File: src/rtl/instr_mem_block.sv
// Sequencer program memory: the host appends {device, argument} pairs and the
// sequencer pops one entry per rising edge of mblock_en, with rewind and erase.
module instr_mem_block #(
  parameter int ADDR_W = 6
) (
  input  logic              clk,
  input  logic              rst,
  input  logic              wr_en,
  input  logic [3:0]        wr_dev,
  input  logic [15:0]       wr_data,
  input  logic              prog_clr,
  output logic              full,
  output logic [ADDR_W:0]   count,
  output logic [ADDR_W:0]   rd_index,
  output logic              overflow,
  output logic              underflow,
  input  logic              mblock_en,
  input  logic              mblock_clr,
  output logic              mblock_valid,
  output logic [3:0]        dev_no,
  output logic [15:0]       data_bus
);

  localparam int              DEPTH   = 2 ** ADDR_W;
  localparam logic [ADDR_W:0] DEPTH_V = (ADDR_W + 1)'(DEPTH);

  logic [19:0]     mem [DEPTH];
  logic [ADDR_W:0] wr_ptr;
  logic [ADDR_W:0] rd_ptr;
  logic            en_d;
  logic            pop;
  logic            wr_ok;

  // Pointers carry one extra bit so "full" (wr_ptr == DEPTH) is representable.
  assign mblock_valid = (rd_ptr < wr_ptr);
  assign full         = (wr_ptr == DEPTH_V);
  assign count        = wr_ptr;
  assign rd_index     = rd_ptr;
  assign pop          = mblock_en && !en_d;
  assign wr_ok        = wr_en && !full && !prog_clr;

  // NOTE: the storage array has no reset so it maps onto block RAM; only the
  // pointers and the registered read port are reset.
  always_ff @(posedge clk) begin
    if (wr_ok) mem[wr_ptr[ADDR_W-1:0]] <= {wr_dev, wr_data};
  end

  // NOTE: all state here uses non-blocking assignments, so a same-cycle write
  // and pop both see pre-edge pointers and the read returns the old contents.
  always_ff @(posedge clk or posedge rst) begin
    if (rst) begin
      wr_ptr    <= '0;
      rd_ptr    <= '0;
      en_d      <= 1'b0;
      dev_no    <= '0;
      data_bus  <= '0;
      overflow  <= 1'b0;
      underflow <= 1'b0;
    end else begin
      en_d <= mblock_en;
      if (prog_clr) begin
        wr_ptr    <= '0;
        rd_ptr    <= '0;
        overflow  <= 1'b0;
        underflow <= 1'b0;
      end else begin
        if (wr_en) begin
          if (!full) wr_ptr   <= wr_ptr + 1'b1;
          else       overflow <= 1'b1;
        end
        // Rewind wins over a pop; the last popped entry stays on the outputs.
        if (mblock_clr) begin
          rd_ptr <= '0;
        end else if (pop) begin
          if (mblock_valid) begin
            {dev_no, data_bus} <= mem[rd_ptr[ADDR_W-1:0]];
            rd_ptr             <= rd_ptr + 1'b1;
          end else begin
            underflow <= 1'b1;
          end
        end
      end
    end
  end

endmodule

File: config.mk
export PLATFORM = sky130hd
export DESIGN_NAME = instr_mem_block
export DESIGN_NICKNAME = d
export VERILOG_FILES = /design/src/rtl/instr_mem_block.sv
export SDC_FILE = /design/constraint.sdc
export NUM_CORES = 1
export LEC_CHECK = 0
export ABC_AREA = 0
export BUFFER_PORTS_ARGS = -buffer_cell sky130_fd_sc_hd__buf_2
export CORE_AREA = 2 2 415 417
export DETAILED_ROUTE_END_ITERATION = 10
export DIE_AREA = 0 0 417 419
export PLACE_DENSITY = 0.45
export SLEW_MARGIN = 40
export SYNTH_ARGS = -nofsm -noshare
export SYNTH_HDL_FRONTEND = slang
export SYNTH_SLANG_ARGS = --single-unit
File: constraint.sdc
create_clock -name clk -period 2.81 [get_ports clk]
set_clock_uncertainty 0.2 [all_clocks]
set_input_delay 0.4215 -clock clk [delete_from_list [all_inputs] [get_ports clk]]
set_output_delay 0.4215 -clock clk [all_outputs]
set_load 0.01 [all_outputs]
==> flow_summary.ini <==
[worst_setup_path]
path_class = flop to primary output
r2r_setup_slack_ns = 0.05
max_stage_delay_ns = 0.50
crit_cells = 7
worstRegToRegCells = 11
worstReg2RegStart = rd_index[1]$_DFFE_PP0P_
arrival_ns = 2.50
crit_top_cell = buf_12
crit_required_ns = 2.19
crit_fanout = 2
slowest_stage = dfrtp_4
crit_chain = buf_12 -> ha_4 -> a211o_1 -> a221o_1 -> inv_2 -> buf_12 -> buf_6
crit_buf_inv = 4
startpoint_type = flop
path_delay_family = compound AO/OA/AOI/OAI gates
r2r_end = dev_no[2]$_DFFE_PP0P_
end_kind = primary output

[drt]
via_per_inst = 5.07
wire_per_inst_um = 30.1
antenna_left = 0
vias = 26220
first_pass_iters = 5
drc_errors = 0
drt_iter0_drc = 2391
wl_mm = 156

[global_routing]
grtUsageMet2_pct = 31.3
antenna_found_initial = 9
use_met1_pct = 21.9
grt.overflow.total = 0
grt_pass1_vias = 27536
grt_pass1_wl_mm = 216
grt_max_degree = 65
grt.total_usage_pct = 17.7
busiest_layer = met2
met3_usage_pct = 2.78

[yosys]
synth.distinct_cells = 52
synth.most_common_cell = edfxtp_1
synth_flop_cell = edfxtp_1
yosys_warnings = 0
ys_top_cells_by_count = edfxtp_1, mux4_2, a22oi_1, mux2i_1, nor2_1
synthTopCellsByArea = edfxtp_1, mux4_2, dfrtp_1, a22oi_1, mux2i_1
syn_area_per_cell_sq_um = 21.4
synth_async_sr_flop_share_pct = 2.81
synth-seq-cells = 1317
synth_area_leader_cell = edfxtp_1
synth_top_area_share_pct = 75.8
synth_nets = 2406
synth_cells = 2371
synth_area_sq_um = 50700
synth_edf_count = 1280
synth_seq_area_share_pct = 77.7

[die]
die_y_um = 419
dieArea_sq_um = 175000
start_util_pct = 29.7
row_count = 152
core-area_sq_um = 171000
fp.dieW_um = 417
num_io_pins = 64

[hold_path]
hold_depth = 1
min_to = mem[46][16]$_DFFE_PP_
min_path_type = input pin to flop
hp-start = wr_dev[0]

[place]
dp_slack_ns = -0.394
place_congestion = 0.825
dp_hpwl_mm = 93.8
portBuffers = 63

[power]
p_per_area_nw_per_um2 = 670
leakagePower_nw = 19.5
ir_drop_mv = 0.637

[clocking]
clock_sinks = 1317
clkSlewWorstSetupHoldPaths_ns = 0.06
clock_path_buffers = 3
clk_latency_ns = 0.77
cts_root_buffer = clkbuf_16
cts_tree = built
h-tree-depth = 4
cts_buffers = 145

[sta]
finalCritPeriodShare_pct = 111
hold_violations = 0
slew_headroom_pct = 45.0
period_needed_ns = 3.12
fin_tns_setup_ns = -0.307
drv_slew = 0
rsz0062_at_grt = true
worst_pin_slew_ns = 0.826
setup_slack_ns = -0.307
final-setup-viol-count = 1
fmax_mhz = 321

[finish]
nets = 2858
final_util_pct = 36.9
area_growth_syn_to_layout_pct = 24.3
drive_above_1_share_pct = 36.2

[flow_run]
cap_violations = 0

[run_status]
outcome = finished with violations
violations = setup timing
-- report_power, final --
part,leakage (nW),switching [mW],internal [mW]
clock network,2.28,7.70,11.1
logic,5.29,0.939,0.528
registers,12.0,0.227,21.7
-- worst max path at each step --
stage / start / to / slack (ns)
3_3_place_gp: rd_index[0]$_DFFE_PP0P_ / data_bus[11]$_DFFE_PP0P_ / -0.40
6_report: rd_index[1]$_DFFE_PP0P_ / mblock_valid / -0.31
3_5_place_dp: rd_index[0]$_DFFE_PP0P_ / data_bus[11]$_DFFE_PP0P_ / -0.39
5_1_grt: count[4]$_DFFE_PP0P_ / mblock_valid / -0.38
4_1_cts: rd_index[1]$_DFFE_PP0P_ / mblock_valid / -0.39
2_1_floorplan: count[3]$_DFFE_PP0P_ / mem[57][0]$_DFFE_PP_ / -0.37
-- layout by cell type, fill, tap and decap left out, types with 18 or more instances in the layout --
master	netlist	routed
mux2i_1	81	80
buf_4	23	237
nor2_2	1	61
nand3_1	21	21
buf_6	11	18
mux4_2	278	278
dlygate4sd3_1	0	21
clkbuf_16	0	154
clkinv_1	0	30
buf_12	0	88
dfrtp_1	37	30
clkbuf_1	65	36
edfxtp_1	1280	1280
buf_2	39	60
a31oi_1	46	44
nand2_1	53	45
a22oi_2	0	19
a22oi_1	112	93
a22o_1	18	18
-- logic make-up after synthesis --
group                    count (synthesis)  share of synthesized area [%]
XOR/XNOR                                 4                         0.0691
AO/OA/AOI/OAI                          303                           4.44
multiplexers                           363                           14.0
adder cells (fa/ha/maj)                  9                          0.222
flip-flops                            1317                           77.7
buffers and inverters                  160                           1.62
AND/OR/NAND/NOR                        215                           1.96
-- what timing repair did --
action,in CTS,in global routing
resized for setup,82,65
setup endpoints to repair,26,205
endpoints found under the hold margin,319,0
setup buffers,20,27
pin swaps,8,11
hold buffers,21,0
gates cloned,8,4
-- routing by layer --
| metal | vias to the layer above | part of all wire, % |
|---|---|---|
| met5 | - | 0.026 |
| met4 | 6 | 3.5 |
| met3 | 207 | 4.7 |
| met2 | 777 | 52 |
| met1 | 14232 | 40 |
| li1 | 10998 | - |
-- area by class of cell --
cell class	count	area, sq um
clock buffer	190	3940
sequential	1317	39400
timing repair buffer	453	4960
inverter	12	47.5
tap	2233	2790
antenna	3	7.51
clock inverter	74	761
fill	15424	108000
multi-input combinational	894	11100
-- per-stage QoR --
stage	hold slack [ns]	std cells	instance area (sq um)	total power [mW]
final	0.0189	5176	63000	42.2
after global placement	0.367	4830	56700	23.7
after floorplan	0.253	2371	50700	22.7
after global routing	0.0355	5175	63000	43.4
after detailed placement	0.290	4830	56700	23.7
after CTS	0.00964	5143	62400	42.6
-- flip-flops by register name (all words and copies together), names as in the netlist --
name,count
en_d,1
overflow,1
underflow,1
rd_index,7
data_bus,16
mem,1280
count,7
dev_no,4
(Power assumes the default switching activity.)
